### config.mk
export PLATFORM = sky130hd
export DESIGN_NAME = demux_tdm_1x4_flat
export DESIGN_NICKNAME = d
export VERILOG_FILES = /design/src/rtl/demux_tdm_1x4_pkg.sv /design/src/rtl/demux_tdm_1x4_if.sv /design/src/rtl/demux_tdm_1x4_align.sv /design/src/rtl/demux_tdm_1x4.sv /design/src/flat_wrapper.sv
export SDC_FILE = /design/constraint.sdc
export NUM_CORES = 1
export LEC_CHECK = 0
export BUFFER_PORTS_ARGS = -buffer_cell sky130_fd_sc_hd__clkbuf_2
export CORE_AREA = 2 2 39 41
export CTS_BUF_LIST = sky130_fd_sc_hd__clkbuf_2 sky130_fd_sc_hd__clkbuf_4 sky130_fd_sc_hd__clkbuf_8
export CTS_CLUSTER_DIAMETER = 60
export CTS_CLUSTER_SIZE = 14
export DETAILED_ROUTE_END_ITERATION = 10
export DIE_AREA = 0 0 41 43
export PLACE_DENSITY = 0.74
export SLEW_MARGIN = 40
export SYNTH_ARGS = -nofsm -noshare
export SYNTH_HDL_FRONTEND = slang
export SYNTH_SLANG_ARGS = --single-unit
export TNS_END_PERCENT = 20
### constraint.sdc
create_clock -name CLK -period 3.2 [get_ports CLK]
set_input_delay 0.16 -clock CLK [delete_from_list [all_inputs] [get_ports CLK]]
set_output_delay 0.16 -clock CLK [all_outputs]
set_load 0.03 [all_outputs]
### src/rtl/demux_tdm_1x4_pkg.sv
// Shared types and constants for the 1x4 TDM demultiplexer.
// Optional error counter is enabled with DEMUX_TDM_ERR_CNT_EN.
package demux_tdm_pkg;
  typedef enum logic {HUNT = 1'b0, LOCK = 1'b1} state_e;

  localparam logic [1:0] SLOT_E0     = 2'd0;
  localparam logic [1:0] SLOT_E1     = 2'd1;
  localparam logic [1:0] SLOT_E2     = 2'd2;
  localparam logic [1:0] SLOT_E3     = 2'd3;
  localparam int         NUM_SLOTS   = 4;
  localparam logic [7:0] ERR_CNT_MAX = 8'hFF;
endpackage

### src/rtl/demux_tdm_1x4_if.sv
// Serial-in / channels-out bundle of the TDM demultiplexer.
// ERR_CLR / ERR_CNT exist only when DEMUX_TDM_ERR_CNT_EN is defined.
interface demux_tdm_1x4_if #(parameter int WIDTH = 1);
  logic             EN;
  logic             SYNC;
  logic [WIDTH-1:0] D;
  logic [WIDTH-1:0] E0, E1, E2, E3;
  logic [1:0]       S;
  logic             VALID;
  logic             LOCKED;
  logic             ERR;
`ifdef DEMUX_TDM_ERR_CNT_EN
  logic             ERR_CLR;
  logic [7:0]       ERR_CNT;
`endif

  // Link side: drives the serial stream, observes the channels.
  modport master (
`ifdef DEMUX_TDM_ERR_CNT_EN
    output ERR_CLR,
    input  ERR_CNT,
`endif
    output EN, SYNC, D,
    input  E0, E1, E2, E3, S, VALID, LOCKED, ERR
  );

  // Demultiplexer side.
  modport slave (
`ifdef DEMUX_TDM_ERR_CNT_EN
    input  ERR_CLR,
    output ERR_CNT,
`endif
    input  EN, SYNC, D,
    output E0, E1, E2, E3, S, VALID, LOCKED, ERR
  );
endinterface

### src/rtl/demux_tdm_1x4_align.sv
// Frame alignment: HUNT/LOCK FSM, slot counter, lock flag and error pulse.
// Emits write strobes for the shadow registers and a frame-done strobe.
module demux_tdm_align
  import demux_tdm_pkg::*;
(
  input  logic       clk,
  input  logic       rst_n,
  input  logic       en_i,
  input  logic       sync_i,
  output logic [1:0] slot_o,
  output logic       locked_o,
  output logic       err_o,
  output logic       err_set_o,
  output logic       wr_en_o,
  output logic [1:0] wr_slot_o,
  output logic       done_o
);
  state_e     state_q, state_d;
  logic [1:0] s_q, s_d;
  logic       err_q;

  // State, slot counter and registered error pulse.
  always_ff @(posedge clk or negedge rst_n) begin
    if (!rst_n) begin
      state_q <= HUNT;
      s_q     <= SLOT_E0;
      err_q   <= 1'b0;
    end else begin
      state_q <= state_d;
      s_q     <= s_d;
      err_q   <= err_set_o;
    end
  end

  // Next state and per-strobe actions; nothing happens without EN.
  always_comb begin
    state_d   = state_q;
    s_d       = s_q;
    wr_en_o   = 1'b0;
    wr_slot_o = SLOT_E0;
    done_o    = 1'b0;
    err_set_o = 1'b0;
    if (en_i) begin
      case (state_q)
        HUNT: begin
          if (sync_i) begin
            wr_en_o = 1'b1;
            s_d     = SLOT_E1;
            state_d = LOCK;
          end
        end
        LOCK: begin
          // SYNC always restarts the frame; a missing SYNC at slot 0 is flywheeled.
          if (sync_i || s_q == SLOT_E0) begin
            wr_en_o   = 1'b1;
            s_d       = SLOT_E1;
            err_set_o = sync_i && (s_q != SLOT_E0);
          end else if (s_q == SLOT_E3) begin
            // Slot 3 bypasses the shadow and commits the whole frame.
            done_o = 1'b1;
            s_d    = SLOT_E0;
          end else begin
            wr_en_o   = 1'b1;
            wr_slot_o = s_q;
            s_d       = s_q + 2'd1;
          end
        end
        default: state_d = HUNT;
      endcase
    end
  end

  assign slot_o   = s_q;
  assign locked_o = (state_q == LOCK);
  assign err_o    = err_q;
endmodule

### src/rtl/demux_tdm_1x4.sv
// 1x4 TDM demultiplexer: shadows slots 0..2 and commits all four channels
// atomically on slot 3. Optional ERR counter under DEMUX_TDM_ERR_CNT_EN.
module demux_tdm_1x4
  import demux_tdm_pkg::*;
#(
  parameter int WIDTH = 1
)(
  input logic            CLK,
  input logic            RST_N,
  demux_tdm_1x4_if.slave bus
);
  logic                            wr_en, done, err_set;
  logic [1:0]                      wr_slot;
  logic [2:0][WIDTH-1:0]           shadow_q;
  logic [NUM_SLOTS-1:0][WIDTH-1:0] e_q;
  logic                            valid_q;

  demux_tdm_align u_align (
    .clk       (CLK),
    .rst_n     (RST_N),
    .en_i      (bus.EN),
    .sync_i    (bus.SYNC),
    .slot_o    (bus.S),
    .locked_o  (bus.LOCKED),
    .err_o     (bus.ERR),
    .err_set_o (err_set),
    .wr_en_o   (wr_en),
    .wr_slot_o (wr_slot),
    .done_o    (done)
  );

  // Shadow capture of slots 0..2 of the frame in progress.
  always_ff @(posedge CLK or negedge RST_N) begin
    if (!RST_N)     shadow_q          <= '0;
    else if (wr_en) shadow_q[wr_slot] <= bus.D;
  end

  // Atomic frame commit: slot 3 comes straight from D in the same edge.
  always_ff @(posedge CLK or negedge RST_N) begin
    if (!RST_N) begin
      e_q     <= '0;
      valid_q <= 1'b0;
    end else begin
      valid_q <= done;
      if (done) e_q <= {bus.D, shadow_q[2], shadow_q[1], shadow_q[0]};
    end
  end

  assign bus.E0    = e_q[0];
  assign bus.E1    = e_q[1];
  assign bus.E2    = e_q[2];
  assign bus.E3    = e_q[3];
  assign bus.VALID = valid_q;

`ifdef DEMUX_TDM_ERR_CNT_EN
  logic [7:0] err_cnt_q, err_cnt_d;

  // Saturating error count; a clear that meets a new error leaves 1.
  always_comb begin
    err_cnt_d = err_cnt_q;
    if (bus.ERR_CLR)                               err_cnt_d = {7'd0, err_set};
    else if (err_set && err_cnt_q != ERR_CNT_MAX)  err_cnt_d = err_cnt_q + 8'd1;
  end

  // Error count register.
  always_ff @(posedge CLK or negedge RST_N) begin
    if (!RST_N) err_cnt_q <= 8'd0;
    else        err_cnt_q <= err_cnt_d;
  end

  assign bus.ERR_CNT = err_cnt_q;
`endif
endmodule

### src/flat_wrapper.sv
// flat-port wrapper written by rule: the top's interface ports become plain ports
module demux_tdm_1x4_flat import demux_tdm_pkg::*;
#(
  parameter int WIDTH = 1
)
  (CLK, RST_N, bus_EN, bus_SYNC, bus_D, bus_E0, bus_E1, bus_E2, bus_E3, bus_S, bus_VALID, bus_LOCKED, bus_ERR);
  demux_tdm_1x4_if #(.WIDTH(WIDTH)) bus_i ();
  input logic CLK;
  input logic RST_N;
  input wire logic [$bits(bus_i.EN)-1:0] bus_EN;
  input wire logic [$bits(bus_i.SYNC)-1:0] bus_SYNC;
  input wire logic [$bits(bus_i.D)-1:0] bus_D;
  output wire logic [$bits(bus_i.E0)-1:0] bus_E0;
  output wire logic [$bits(bus_i.E1)-1:0] bus_E1;
  output wire logic [$bits(bus_i.E2)-1:0] bus_E2;
  output wire logic [$bits(bus_i.E3)-1:0] bus_E3;
  output wire logic [$bits(bus_i.S)-1:0] bus_S;
  output wire logic [$bits(bus_i.VALID)-1:0] bus_VALID;
  output wire logic [$bits(bus_i.LOCKED)-1:0] bus_LOCKED;
  output wire logic [$bits(bus_i.ERR)-1:0] bus_ERR;
  assign bus_i.EN = bus_EN;
  assign bus_i.SYNC = bus_SYNC;
  assign bus_i.D = bus_D;
  assign bus_E0 = bus_i.E0;
  assign bus_E1 = bus_i.E1;
  assign bus_E2 = bus_i.E2;
  assign bus_E3 = bus_i.E3;
  assign bus_S = bus_i.S;
  assign bus_VALID = bus_i.VALID;
  assign bus_LOCKED = bus_i.LOCKED;
  assign bus_ERR = bus_i.ERR;
  demux_tdm_1x4 #(.WIDTH(WIDTH)) u_core (.CLK(CLK), .RST_N(RST_N), .bus(bus_i));
endmodule
==> After elaboration in Yosys (flattened, before gate mapping) <==
Index checks and enable logic that the tools add are counted.
{ "word_totals": {"regBits": 12, "inputBits": 5, "out_inout_bits": 9} }
{ "classes": {"addsub": 1, "n_lt_le_gt_ge": 2, "eq_ne": 2, "mux": 24, "bitwise_logic": 1, "reduce_logical": 6} }
{ "op_table": {"columns": ["cell", "n"], "rows": [
  ["2-to-1 mux 2 bit", 7],
  ["2-to-1 mux 1 bit", 13],
  ["one-hot mux 2 bit (2 select lines)", 1],
  ["bitwise mux 3 bit", 1],
  ["less-than comparator 2 x 3 -> 1 bit (second input constant)", 1],
  ["adder 2 x 1 -> 2 bit (second input constant)", 1],
  ["demux 1 bit (select 2 bit)", 1],
  ["== test 2 bit (second input constant)", 1],
  ["greater-or-equal comparator 2 x 1 -> 1 bit (second input constant)", 1],
  ["logical AND 1 bit", 2],
  ["logical NOT 2 bit", 1],
  ["inequality test 2 bit (second input constant)", 1],
  ["one-hot mux 1 bit (2 select lines)", 1],
  ["AND reduction 2 bit", 1],
  ["nonzero test 2 bit", 1],
  ["logical OR 1 bit", 1],
  ["NOT 1 bit", 1]
]} }

==> Logic depth before layout (Yosys ltp) <==
Gate-level depths: netlist of run 1.
{ "depth": {"word_depth": 10, "mapped_depth": 5, "ltp_nobuf": 5} }

==> Cells and area by module <==
Synthesis of run 1 repeated with hierarchy kept, for this count alone.
{ "hier_totals": {"cells_unflattened": 43, "area_unflattened_um2": 585.6} }
{ "by_module_without_submodules": {"columns": ["module", "n_inst", "cells_per_inst", "area_per_inst_um2"], "rows": [
  ["demux_tdm_1x4", 1, 18, 306.5],
  ["demux_tdm_align", 1, 25, 279.0]
]} }

==> Worst setup path after synthesis of run 1 <==
No wires, ideal clock.
{ "synth_timing": {"path_type": "reg-to-reg", "from": "register u_core.u_align.s_q[0] (netlist: u_core.u_align.slot_o[0])", "to": "register u_core.shadow_q[0] (netlist name)", "setup_time_ns": 0.128, "t_arrival_ns": 1.711, "path_slack_ns": 1.361, "path_stages_with_launch": 6, "synth_period_minus_slack_ns": 1.839, "path_cell_list": "dfrtp_1 > inv_1 > ha_1 > or3_1 > a21oi_1 > mux2_1"} }
{ "synth_via": {"elab_chain_len": 10} }
{ "synth_lines": {"columns": ["item", "line", "source"], "rows": [
  ["from (decl)", "demux_tdm_1x4_align.sv:19", "logic [1:0] s_q, s_d;"],
  ["from (signal assigned)", "demux_tdm_1x4_align.sv:26", "s_q <= SLOT_E0;"],
  ["from (signal assigned)", "demux_tdm_1x4_align.sv:30", "s_q <= s_d;"],
  ["== test 2 bit or logical NOT 2 bit (tied branches)", "demux_tdm_1x4_align.sv:58, demux_tdm_1x4_align.sv:54", null],
  ["2-to-1 mux 2 bit or logical OR 1 bit (tied branches)", "demux_tdm_1x4_align.sv:58, demux_tdm_1x4_align.sv:54", null],
  ["2-to-1 mux 2 bit", "demux_tdm_1x4_align.sv:54", "if (sync_i || s_q == SLOT_E0) begin"],
  ["2-to-1 mux 2 bit", "demux_tdm_1x4_align.sv:44", "case (state_q)"],
  ["2-to-1 mux 2 bit", "demux_tdm_1x4_align.sv:43", "if (en_i) begin"],
  ["less-than comparator 2 x 3 -> 1 bit (not written as such) or greater-or-equal comparator 2 x 1 -> 1 bit (tied branches)", "demux_tdm_1x4.sv:35", "else if (wr_en) shadow_q[wr_slot] <= bus.D;"],
  ["logical AND 1 bit (not written as such)", "demux_tdm_1x4.sv:35", null],
  ["2-to-1 mux 1 bit (not written as such)", "demux_tdm_1x4.sv:35", null],
  ["demux 1 bit (select 2 bit)", null, null],
  ["bitwise mux 3 bit", "demux_tdm_1x4.sv:35", null],
  ["to (signal, indexed assignment)", "demux_tdm_1x4.sv:35", null],
  ["to (decl)", "demux_tdm_1x4.sv:14", "logic [2:0][WIDTH-1:0] shadow_q;"]
]} }
Parallel ways exist; a longest one is shown, timed or not.
A chain may end at the register's enable or synchronous reset.

==> Worst setup path in the final report of run 1 <==
Ends and elaborated chain as after synthesis.

==> results of run 1 <==
path summary, 6_finish.rpt:
kind                            slack (ns)                                  end
max in group asynchronous             2.67            u_core.bus.E2$_DFFE_PN0P_
min in group asynchronous             0.30           u_core.bus.VALID$_DFF_PN0_
worst max-delay path                  1.47       u_core.shadow_q[0]$_DFFE_PN0P_
worst min register to register        0.49       u_core.shadow_q[0]$_DFFE_PN0P_
worst max register to register        1.47       u_core.shadow_q[0]$_DFFE_PN0P_
worst min-delay path                  0.14  u_core.u_align.locked_o$_DFFE_PN0P_
cells by family after synthesis:
logic type               after synthesis
adder cells (fa/ha/maj)                4
flip-flops                            12
AND/OR/NAND/NOR                       12
buffers and inverters                  3
AO/OA/AOI/OAI                          7
multiplexers                           7
power by group through the flow:
stage	clock, mW	sequential (mW)	combinational [mW]
floorplan	0	0.312	0.125
global placement	0	0.238	0.261
detailed placement	0	0.240	0.269
CTS	0.126	0.237	0.273
global route	0.133	0.245	0.295
finish	0.121	0.235	0.269
layout make-up:
| class | count | share of cell area [%] |
|---|---|---|
| Clock buffer | 4 | 5.32 |
| Sequential cell | 12 | 44.0 |
| Tap cell | 16 | 2.94 |
| Timing Repair Buffer | 14 | 11.0 |
| Inverter | 3 | 1.65 |
| Multi-Input combinational cell | 30 | 35.0 |
registers in the layout, indices dropped and copies added, names as in the netlist:
name                     count
u_core.bus.E0                1
u_core.u_align.slot_o        2
u_core.bus.E1                1
u_core.u_align.err_o         1
u_core.u_align.locked_o      1
u_core.shadow_q              3
u_core.bus.VALID             1
u_core.bus.E2                1
u_core.bus.E3                1
metal layers:
layer / up-vias / track usage (%) / share of wire, %
li1: 195 / - / -
met1: 182 / 16.5 / 46
met2: 16 / 20.0 / 44
met3: 3 / 3.14 / 6.6
met4: 0 / 10.0 / 3.0
met5: - / 0 / 0
per-stage QoR:
step,cells,setup slack [ns]
5_1_grt,79,1.34
6_report,79,1.47
4_1_cts,79,1.46
2_1_floorplan,45,1.36
3_3_place_gp,74,1.53
3_5_place_dp,74,1.47
synth_stat cells, drive strengths merged:
cell type,n
a22o,1
mux2,7
nor2,4
o21ai,2
and4bb,1
inv,3
nand2,2
nand3,2
nand2b,1
a21oi,2
or3,1
ha,4
a31oi,1
dfrtp,12
a21o,1
nor3b,1
worst max-delay path, stage by stage (launching register included):
cell                      delay (ns)
sky130_fd_sc_hd__dfrtp_1        0.43
sky130_fd_sc_hd__inv_1          0.11
sky130_fd_sc_hd__ha_1           0.24
sky130_fd_sc_hd__or3_1          0.35
sky130_fd_sc_hd__a21oi_1        0.17
sky130_fd_sc_hd__mux2_1         0.33
==> impl_summary.txt, run 1 <==
----------------------------------------------------
[Status]
  Outcome ... complete, no violations

[Critical path]
  Timing startpoint of the critical path ... u_core.u_align.slot_o[0]$_DFFE_PN0P_
  Startpoint kind of the worst setup timing path ... register
  Crit-path max FO ... 6
  Data required time of the critical path ... 3.36 ns
  Classification of the worst setup path ... register to register
  Reg-to-reg critical path startpoint ... u_core.u_align.slot_o[0]$_DFFE_PN0P_
  Arrival time of the worst setup path ... between 1.5 and 2 ns
  Depth of the most critical reg-to-reg path ... 5
  Critical Path Sink Type ... register

[Clock tree]
  CTS tree ... yes
  Post-CTS setup buffer count ... 0
  Total CTS buffers ... 3
  H-tree levels ... 1
  Number of hold buffers added after cts ... 1
  Insertion delay of the later-clocked pin in the worst-skew pair ... 0.27 ns
  Post-CTS Resized ... 0
  Clock root cell ... sky130_fd_sc_hd__clkbuf_4
  Deepest clock path buffer count ... 2
  Clock slew at reported path FFs ... 0.08 ns
  Clock net sink count ... 12

[STA]
  Unrepaired setup endpoints after global routing ... false
  Final clock period utilization by the worst path ... between 50% and 60%
  Worst Clk Skew ... about 0.0032 ns
  Highest achievable clock rate ... just under 600 MHz
  Final setup fails ... 0
  Final number of hold-violating endpoints ... 0
  Post-Route Hold Slack ... roughly 0.14 ns
  Sum of negative setup slack ... 0 ns
  Count of final max-slew check failures ... 0
  Minimum clock period after layout ... between 1.5 and 2 ns
  Worst rel slew slack ... 79.7%
  Worst-margin pin slew ... 0.302 ns

[Power]
  Psw ... ~250 uW
  Part of the total power dissipated in sequential elements ... between 30% and 40%
  Worst vdd rail ir drop ... ~0.00040 V
  Overall power consumption ... ~620 uW
  Combinational cell fraction of total power ... 43.0%
  Leak pwr ... around 0.35 nW
  Clk pwr share ... roughly a fifth
  Cell Int Power ... around 380 uW
  Proportion of total power due to net switching ... approximately 40%
  Cell area power density ... 916 nW/um^2

[Final layout]
  Sequential cell area in the final layout ... approximately 300 um^2
  Final #Nets ... 73
  Most used cells in the layout excluding fill and tap cells ... sky130_fd_sc_hd__clkbuf_2, sky130_fd_sc_hd__dfrtp_1, sky130_fd_sc_hd__mux2_2
  Area used by multi-input combinational logic ... approximately 240 um^2
  Fraction of layout instances using a drive strength above 1 ... ~40%
  Fillers ... ~140
  Ant diodes ... 0
  Fin area ... approximately 700 um^2
  Layout overhead on the synthesized area ... 23.9%
  Most common cell after layout, fill and taps aside ... sky130_fd_sc_hd__clkbuf_2
  Core utilization of the finished layout ... about half

[Synthesis]
  Syn_nets ... 54
  Portion of the post-synthesis area used by sequential elements ... 54.5%
  Count of state elements after synthesis ... 12
  Warnings, synthesis ... 0
  Fraction of synthesized cell area taken by the top area cell type ... between 50% and 60%
  Number of cells produced by synthesis ... 45
  Fraction of the mapped netlist area in simple logic gates ... between 10% and 20%
  Xor and xnor area share after synthesis ... 0%
  Cells taking the most area after synthesis ... sky130_fd_sc_hd__dfrtp_1, sky130_fd_sc_hd__mux2_2, sky130_fd_sc_hd__ha_1, sky130_fd_sc_hd__nor2_1, sky130_fd_sc_hd__and4bb_2
  Most area-hungry cell type in the Yosys netlist ... sky130_fd_sc_hd__dfrtp_1
  Multiplexer share of the synthesized area ... 14.3%
  Synthesized-area fraction occupied by ao, oa, aoi and oai cells ... under 10%
  Synthesized area ... 551 um^2
  Largest family of logic cells by synthesized area ... multiplexers
  Area share of fa/ha/maj cells after synthesis ... a little under a tenth
  Distinct cell type count after synthesis ... 18
  Average cell area after synthesis ... between 10 and 15 um^2

[Routing]
  Wire length per cell ... roughly 11 um
  Antenna viol nets, final ... 0
  Via count of the routed design ... between 300 and 400
  First drt pass iteration count ... 4
  Post-Route WL ... between 800 and 900 um
  DRC violations left ... 0
  Initial drt markers ... 2
  Via-to-Cell Ratio ... 5.01

[Global route]
  Global routing usage summed across all routing layers ... a little over an eighth
  Maximum number of pins on one net before global-route repair ... 13
  Wire length of the first global-routing pass ... around 1600 um
  Vias in the first global route ... approximately 370
  Antenna violations before repair ... 0
  Total congestion overflow after global routing ... 0

[Floorplan]
  Die span in y ... 43 um
  Overall die width ... around 41 um
  Floorplan core area ... around 1400 um^2
  DIE AREA ... 1760 um^2
  Initial core utilization ... around two fifths
  Number of standard-cell rows in the floorplan ... 14
  Number of top-level design ports ... 14

[Placement]
  Area after detailed placement ... approximately 640 um^2
  Number of port buffers ... 13
  Final weighted congestion in routability-driven placement ... 0.764
  Detailed-placement wirelength estimate ... ~680 um

[Min path]
  Class of the tightest hold or removal check ... input pin to register
  Min-Delay Startpoint ... bus_EN
  Cell count of the worst hold path ... 2

[Job]
  Max Cap Violations ... 0

----------------------------------------------------
(Power assumes the default switching activity.)
==> run 2: changes to the inputs <==
PLACE_DENSITY = 0.76   (was 0.74)
clock period = 1.55 ns   (was 3.2 ns; I/O delays follow)
==> impl_summary.txt, run 2 (synthesis results as in run 1) <==
----------------------------------------------------
[STA]
  Setup slack after layout ... -0.0317 ns (was 1.47 ns)
  Worst-margin pin slew ... 0.323 ns (was 0.302 ns)
  Final clock period utilization by the worst path ... 102% (was 53.9%)
  Worst Clk Skew ... 0.00390 ns (was 0.00317 ns)
  Final number of hold-violating endpoints ... 0 (unchanged)
  Sum of negative setup slack ... -0.0317 ns (was 0 ns)
  Minimum clock period after layout ... 1.58 ns (was 1.73 ns)
  Count of final max-slew check failures ... 0 (unchanged)
  Highest achievable clock rate ... 632 MHz (was 580 MHz)
  Worst rel slew slack ... 78.2% (was 79.7%)
  Unrepaired setup endpoints after global routing ... true (was false)
  Final setup fails ... 1 (was 0)

[Routing]
  Initial drt markers ... 0 (was 2)
  Via-to-Cell Ratio ... 4.99 (was 5.01)
  Via count of the routed design ... 419 (was 396)
  First drt pass iteration count ... 1 (was 4)
  Wire length per cell ... 12.6 um (was 11.4 um)
  DRC violations left ... 0 (unchanged)
  Antenna viol nets, final ... 0 (unchanged)
  Post-Route WL ... 1060 um (was 899 um)

[Clock tree]
  Post-CTS setup buffer count ... 0 (unchanged)
  CTS tree ... yes (unchanged)
  Insertion delay of the later-clocked pin in the worst-skew pair ... 0.27 ns (about the same)
  Total CTS buffers ... 3 (unchanged)
  Clock root cell ... sky130_fd_sc_hd__clkbuf_4 (unchanged)
  Clock net sink count ... 12 (unchanged)
  H-tree levels ... 1 (unchanged)
  Clock slew at reported path FFs ... 0.08 ns (about the same)
  Deepest clock path buffer count ... 2 (unchanged)

[Critical path]
  Critical Path Sink Type ... register (unchanged)
  Classification of the worst setup path ... register to register (unchanged)
  Crit-path max FO ... 5 (was 6)
  Data required time of the critical path ... 1.72 ns (was 3.36 ns)
  Startpoint kind of the worst setup timing path ... register (unchanged)
  Arrival time of the worst setup path ... 1.75 ns (was 1.89 ns)

[Status]
  Outcome ... complete, but fails checks (was complete, no violations)
  Failing checks ... setup timing

[Power]
  Leak pwr ... 0.385 nW (was 0.351 nW)
  Cell area power density ... 1960 nW/um^2 (was 916 nW/um^2)
  Worst vdd rail ir drop ... 0.000689 V (was 0.000400 V)

[Global route]
  Vias in the first global route ... 396 (was 374)
  Antenna violations before repair ... 0 (unchanged)
  Global routing usage summed across all routing layers ... 15.4% (was 13.6%)
  Wire length of the first global-routing pass ... 1710 um (was 1560 um)
  Maximum number of pins on one net before global-route repair ... 13 (unchanged)
  Total congestion overflow after global routing ... 0 (unchanged)

[Final layout]
  Fraction of layout instances using a drive strength above 1 ... 57.4% (was 39.7%)
  Final #Nets ... 78 (was 73)
  Ant diodes ... 0 (unchanged)
  Non-Filler Instances ... 84 (was 79)
  Flip-flop count of the largest register after layout ... 3 (unchanged)
  Largest reg by FF count ... u_core.shadow_q (unchanged)
  Most used cells in the layout excluding fill and tap cells ... sky130_fd_sc_hd__clkbuf_2, sky130_fd_sc_hd__dfrtp_1, sky130_fd_sc_hd__mux2_2 (unchanged)
  Most common cell after layout, fill and taps aside ... sky130_fd_sc_hd__clkbuf_2 (unchanged)
  Layout overhead on the synthesized area ... 35.9% (was 23.9%)

[Floorplan]
  Number of top-level design ports ... 14 (unchanged)
  Overall die width ... 41 um (unchanged)
  DIE AREA ... 1760 um^2 (unchanged)
  Floorplan core area ... 1380 um^2 (unchanged)
  Die span in y ... 43 um (unchanged)
  Initial core utilization ... 39.8% (unchanged)
  Number of standard-cell rows in the floorplan ... 14 (unchanged)

[Placement]
  Number of port buffers ... 13 (unchanged)
  Post-placement cell count ... 79 (was 74)
  Final weighted congestion in routability-driven placement ... 0.809 (was 0.764)

[Min path]
  Class of the tightest hold or removal check ... input pin to register (unchanged)

[Job]
  Max Cap Violations ... 0 (unchanged)

----------------------------------------------------
run 2: changes by cell type in the layout (fill, tap and decap cells not counted), sizes merged:
cell,before,now
buf,0,5
run 2: layout make-up:
type / instances / area, um^2
fillers: 129 / 636
flip-flops and latches: 12 / 303
multi-input cells: 30 / 265
repair buffers: 19 / 113
clock buffers: 4 / 36.3
well taps: 16 / 20.0
inverters: 3 / 11.3
run 2: routing by layer:
layer / global-route usage [%] / vias up / wire length [um]
met2: 20.9 / 10 / 519
met3: 6.28 / 2 / 50
met5: 0 / - / 0
met4: 10.0 / 0 / 10
li1: - / 207 / -
met1: 19.3 / 200 / 480
run 2: report_power, final:
group | switching (mW) | internal (mW) | total, mW
sequential | 0.0702 | 0.425 | 0.496
clock | 0.110 | 0.143 | 0.253
combinational | 0.391 | 0.327 | 0.718
total | 0.571 | 0.895 | 1.47
run 2: per-stage QoR:
| step | instance area [um^2] | worst slack [ns] | hold slack (ns) | util [%] | total power [mW] |
|---|---|---|---|---|---|
| after floorplan | 558 | -0.111 | -0.218 | - | 0.915 |
| after global placement | 681 | 0.00518 | -0.0255 | 49.2 | 1.13 |
| after detailed placement | 681 | -0.0163 | -0.0181 | 49.2 | 1.15 |
| after CTS | 741 | -0.0263 | 0.0531 | 53.5 | 1.45 |
| after global routing | 748 | -0.0724 | 0.0541 | 54.1 | 1.58 |
| final | 748 | -0.0317 | 0.0670 | 54.1 | 1.47 |
run 2: path summary, 6_finish.rpt:
kind	to	cells past startpoint	startpoint	slack [ns]
setup / recovery	u_core.shadow_q[0]$_DFFE_PN0P_	4	u_core.u_align.slot_o[1]$_DFFE_PN0P_	-0.03
hold / removal	u_core.u_align.locked_o$_DFFE_PN0P_	2	bus_EN	0.07
setup reg to reg	u_core.shadow_q[0]$_DFFE_PN0P_	4	u_core.u_align.slot_o[1]$_DFFE_PN0P_	-0.03
hold reg to reg	u_core.bus.E2$_DFFE_PN0P_	1	u_core.shadow_q[2]$_DFFE_PN0P_	0.50
max in group asynchronous	u_core.u_align.slot_o[1]$_DFFE_PN0P_	2	RST_N	1.08
min in group asynchronous	u_core.shadow_q[0]$_DFFE_PN0P_	2	RST_N	0.22
run 2: what timing repair did:
item	CTS	global route
endpoints found under the setup margin	5	7
pin swaps	0	1
endpoints found under the hold margin	12	0
gates cloned	0	0
resized for setup	3	3
hold buffers	1	0
run 2: worst max-delay path, stage by stage, from the launching register on:
cell and delay, ns:
sky130_fd_sc_hd__dfrtp_2 0.44, sky130_fd_sc_hd__ha_2 0.19, sky130_fd_sc_hd__or3_4 0.38, sky130_fd_sc_hd__a21oi_2 0.15, sky130_fd_sc_hd__mux2_4 0.31
==> run 3: changes to the inputs <==
PLACE_DENSITY = unset   (was 0.76)
PLACE_DENSITY_LB_ADDON = 0.15   (was unset)
==> impl_summary.txt, run 3 (synthesis results as in run 1) <==
----------------------------------------------------
[Status]
  Outcome ... complete, but fails checks (unchanged)
  Failing checks ... setup timing (unchanged)

[Final layout]
  Fin area ... 786 um^2 (was 748 um^2)
  Non-Filler Instances ... 86 (was 84)
  Sequential cell area in the final layout ... 303 um^2 (unchanged)
  Flip-flop count of the largest register after layout ... 3 (unchanged)
  Most common cell after layout, fill and taps aside ... sky130_fd_sc_hd__clkbuf_2 (unchanged)
  Largest reg by FF count ... u_core.shadow_q (unchanged)
  Layout overhead on the synthesized area ... 42.7% (was 35.9%)
  Fraction of layout instances using a drive strength above 1 ... 60.0% (was 57.4%)
  Ant diodes ... 0 (unchanged)
  Area used by multi-input combinational logic ... 288 um^2 (was 265 um^2)
  Most used cells in the layout excluding fill and tap cells ... sky130_fd_sc_hd__clkbuf_2, sky130_fd_sc_hd__dfrtp_1, sky130_fd_sc_hd__buf_4 (was sky130_fd_sc_hd__clkbuf_2, sky130_fd_sc_hd__dfrtp_1, sky130_fd_sc_hd__mux2_2)
  Final #Nets ... 80 (was 78)
  Fillers ... 124 (was 129)

[Power]
  Leak pwr ... 0.397 nW (was 0.385 nW)
  Cell Int Power ... 926 uW (was 895 uW)
  Overall power consumption ... 1.51 mW (was 1.47 mW)
  Combinational cell fraction of total power ... 49.7% (was 49.0%)
  Proportion of total power due to net switching ... 38.6% (was 39.0%)
  Part of the total power dissipated in sequential elements ... 33.8% (about the same)
  Psw ... 584 uW (was 571 uW)
  Clk pwr share ... 16.6% (was 17.2%)
  Worst vdd rail ir drop ... 0.000775 V (was 0.000689 V)
  Cell area power density ... 1920 nW/um^2 (was 1960 nW/um^2)

[Floorplan]
  Die span in y ... 43 um (unchanged)
  Number of standard-cell rows in the floorplan ... 14 (unchanged)
  DIE AREA ... 1760 um^2 (unchanged)
  Initial core utilization ... 39.8% (unchanged)
  Overall die width ... 41 um (unchanged)
  Floorplan core area ... 1380 um^2 (unchanged)
  Number of top-level design ports ... 14 (unchanged)

[STA]
  Highest achievable clock rate ... 635 MHz (was 632 MHz)
  Final number of hold-violating endpoints ... 0 (unchanged)
  Worst rel slew slack ... 75.4% (was 78.2%)
  Count of final max-slew check failures ... 0 (unchanged)
  Worst Clk Skew ... 0.000946 ns (was 0.00390 ns)
  Minimum clock period after layout ... 1.57 ns (was 1.58 ns)
  Setup slack after layout ... -0.0239 ns (was -0.0317 ns)
  Post-Route Hold Slack ... 0.0771 ns (was 0.0670 ns)
  Worst-margin pin slew ... 0.365 ns (was 0.323 ns)
  Final setup fails ... 1 (unchanged)
  Final clock period utilization by the worst path ... 102% (about the same)
  Unrepaired setup endpoints after global routing ... true (unchanged)

[Critical path]
  Critical path's largest stage delay ... 0.42 ns (was 0.44 ns)
  Critical path, cell by cell ... inv_2 -> ha_4 -> or3_4 -> a21oi_2 -> mux2_4 (was ha_2 -> or3_4 -> a21oi_2 -> mux2_4)
  Critical Path Sink Type ... register (unchanged)
  Timing startpoint of the critical path ... u_core.u_align.slot_o[0]$_DFFE_PN0P_ (was u_core.u_align.slot_o[1]$_DFFE_PN0P_)
  Worst setup slack for register-to-register paths ... -0.02 ns (was -0.03 ns)
  Highest-delay cell along the critical path ... sky130_fd_sc_hd__dfrtp_2 (unchanged)
  Arrival time of the worst setup path ... 1.73 ns (was 1.75 ns)
  Endpoint of the most critical register-to-register path ... u_core.shadow_q[0]$_DFFE_PN0P_ (unchanged)
  Startpoint kind of the worst setup timing path ... register (unchanged)
  Reg-to-reg critical path startpoint ... u_core.u_align.slot_o[0]$_DFFE_PN0P_ (was u_core.u_align.slot_o[1]$_DFFE_PN0P_)
  Crit-path max FO ... 4 (was 5)
  Classification of the worst setup path ... register to register (unchanged)
  Depth of the most critical reg-to-reg path ... 5 (was 4)
  Data required time of the critical path ... 1.71 ns (was 1.72 ns)
  End of the critical path ... u_core.shadow_q[0]$_DFFE_PN0P_ (unchanged)

[Placement]
  Pre-CTS WS ... -0.0142 ns (was -0.0163 ns)
  Number of port buffers ... 13 (unchanged)
  Post-placement cell count ... 79 (unchanged)
  Final weighted congestion in routability-driven placement ... 0.772 (was 0.809)
  Detailed-placement wirelength estimate ... 719 um
  Area after detailed placement ... 681 um^2 (unchanged)

[Global route]
  Met2 demand-to-capacity share in global routing ... 18.8% (was 20.9%)
  Antenna violations before repair ... 0 (unchanged)
  Met3 demand-to-capacity share in global routing ... 4.71% (was 6.28%)
  Total congestion overflow after global routing ... 0 (unchanged)
  Global routing met1 resource utilization ... 21.0% (was 19.3%)
  Global routing usage summed across all routing layers ... 14.6% (was 15.4%)
  Wire length of the first global-routing pass ... 1690 um (was 1710 um)
  Maximum number of pins on one net before global-route repair ... 13 (unchanged)
  Busiest metal layer after global routing ... met1 (was met2)
  Vias in the first global route ... 388 (was 396)

[Clock tree]
  Insertion delay of the later-clocked pin in the worst-skew pair ... 0.27 ns (about the same)
  Deepest clock path buffer count ... 2 (unchanged)
  H-tree levels ... 1 (unchanged)
  Clock slew at reported path FFs ... 0.08 ns (about the same)
  Clock net sink count ... 12 (unchanged)
  Clock root cell ... sky130_fd_sc_hd__clkbuf_4 (unchanged)
  CTS tree ... yes (unchanged)
  Total CTS buffers ... 3 (unchanged)

[Min path]
  Class of the tightest hold or removal check ... input pin to register (unchanged)

[Routing]
  Via count of the routed design ... 409 (was 419)
  Via-to-Cell Ratio ... 4.76 (was 4.99)
  Antenna viol nets, final ... 0 (unchanged)
  First drt pass iteration count ... 4 (was 1)
  Initial drt markers ... 6 (was 0)
  Wire length per cell ... 11.7 um (was 12.6 um)
  Post-Route WL ... 1010 um (was 1060 um)
  DRC violations left ... 0 (unchanged)

[Job]
  Max Cap Violations ... 0 (unchanged)

----------------------------------------------------
==> run 3: cell type report <==
cell class / count / area share [%]
Clock buffer: 4 / 4.62
Multi-Input combinational cell: 30 / 36.6
Sequential cell: 12 / 38.5
Inverter: 3 / 1.43
Timing Repair Buffer: 21 / 16.2
Tap cell: 16 / 2.55
==> run 3: how the worst min path moves through the flow <==
stage	start	slack, ns	to	depth (start not counted)
final	bus_EN	0.08	u_core.u_align.locked_o$_DFFE_PN0P_	2
after global routing	bus_EN	0.08	u_core.u_align.locked_o$_DFFE_PN0P_	2
after CTS	bus_EN	0.07	u_core.u_align.locked_o$_DFFE_PN0P_	2
after detailed placement	RST_N	-0.02	u_core.bus.E0$_DFFE_PN0P_	1
after global placement	RST_N	-0.02	u_core.bus.E0$_DFFE_PN0P_	1
after floorplan	RST_N	-0.22	u_core.bus.E0$_DFFE_PN0P_	0
==> run 3: what timing repair did <==
item	CTS	global route
pin swaps	0	3
endpoints found under the hold margin	12	0
gates resized for setup	2	7
setup buffers	0	2
hold buffers	1	0
cloned	0	0
endpoints found under the setup margin	5	7
==> run 3: critical path: cells and delay by family, from the launching register on <==
family / cells / cell delay, ns
flip-flops: 1 / 0.42
AO/OA/AOI/OAI: 1 / 0.15
buffers and inverters: 1 / 0.08
adder cells (fa/ha/maj): 1 / 0.16
multiplexers: 1 / 0.30
AND/OR/NAND/NOR: 1 / 0.36
==> run 3: power groups by stage <==
stage | registers, mW | clock network (mW) | logic, mW
after floorplan | 0.652 | 0 | 0.262
after global placement | 0.494 | 0 | 0.639
final | 0.510 | 0.250 | 0.750
after detailed placement | 0.498 | 0 | 0.645
after global routing | 0.535 | 0.269 | 0.823
after CTS | 0.492 | 0.255 | 0.667
==> run 3: layer usage <==
metal | up-vias | part of all wire [%]
li1 | 207 | -
met1 | 192 | 47
met2 | 8 | 48
met3 | 2 | 3.7
met4 | 0 | 0.79
met5 | - | 0
==> run 3: per-stage QoR <==
stage,utilization (%),setup TNS (ns)
final,56.8,-0.0239
after global routing,56.8,-0.353
after CTS,53.2,-0.0150
after detailed placement,49.2,-0.0177
after global placement,49.2,0
after floorplan,-,-0.393
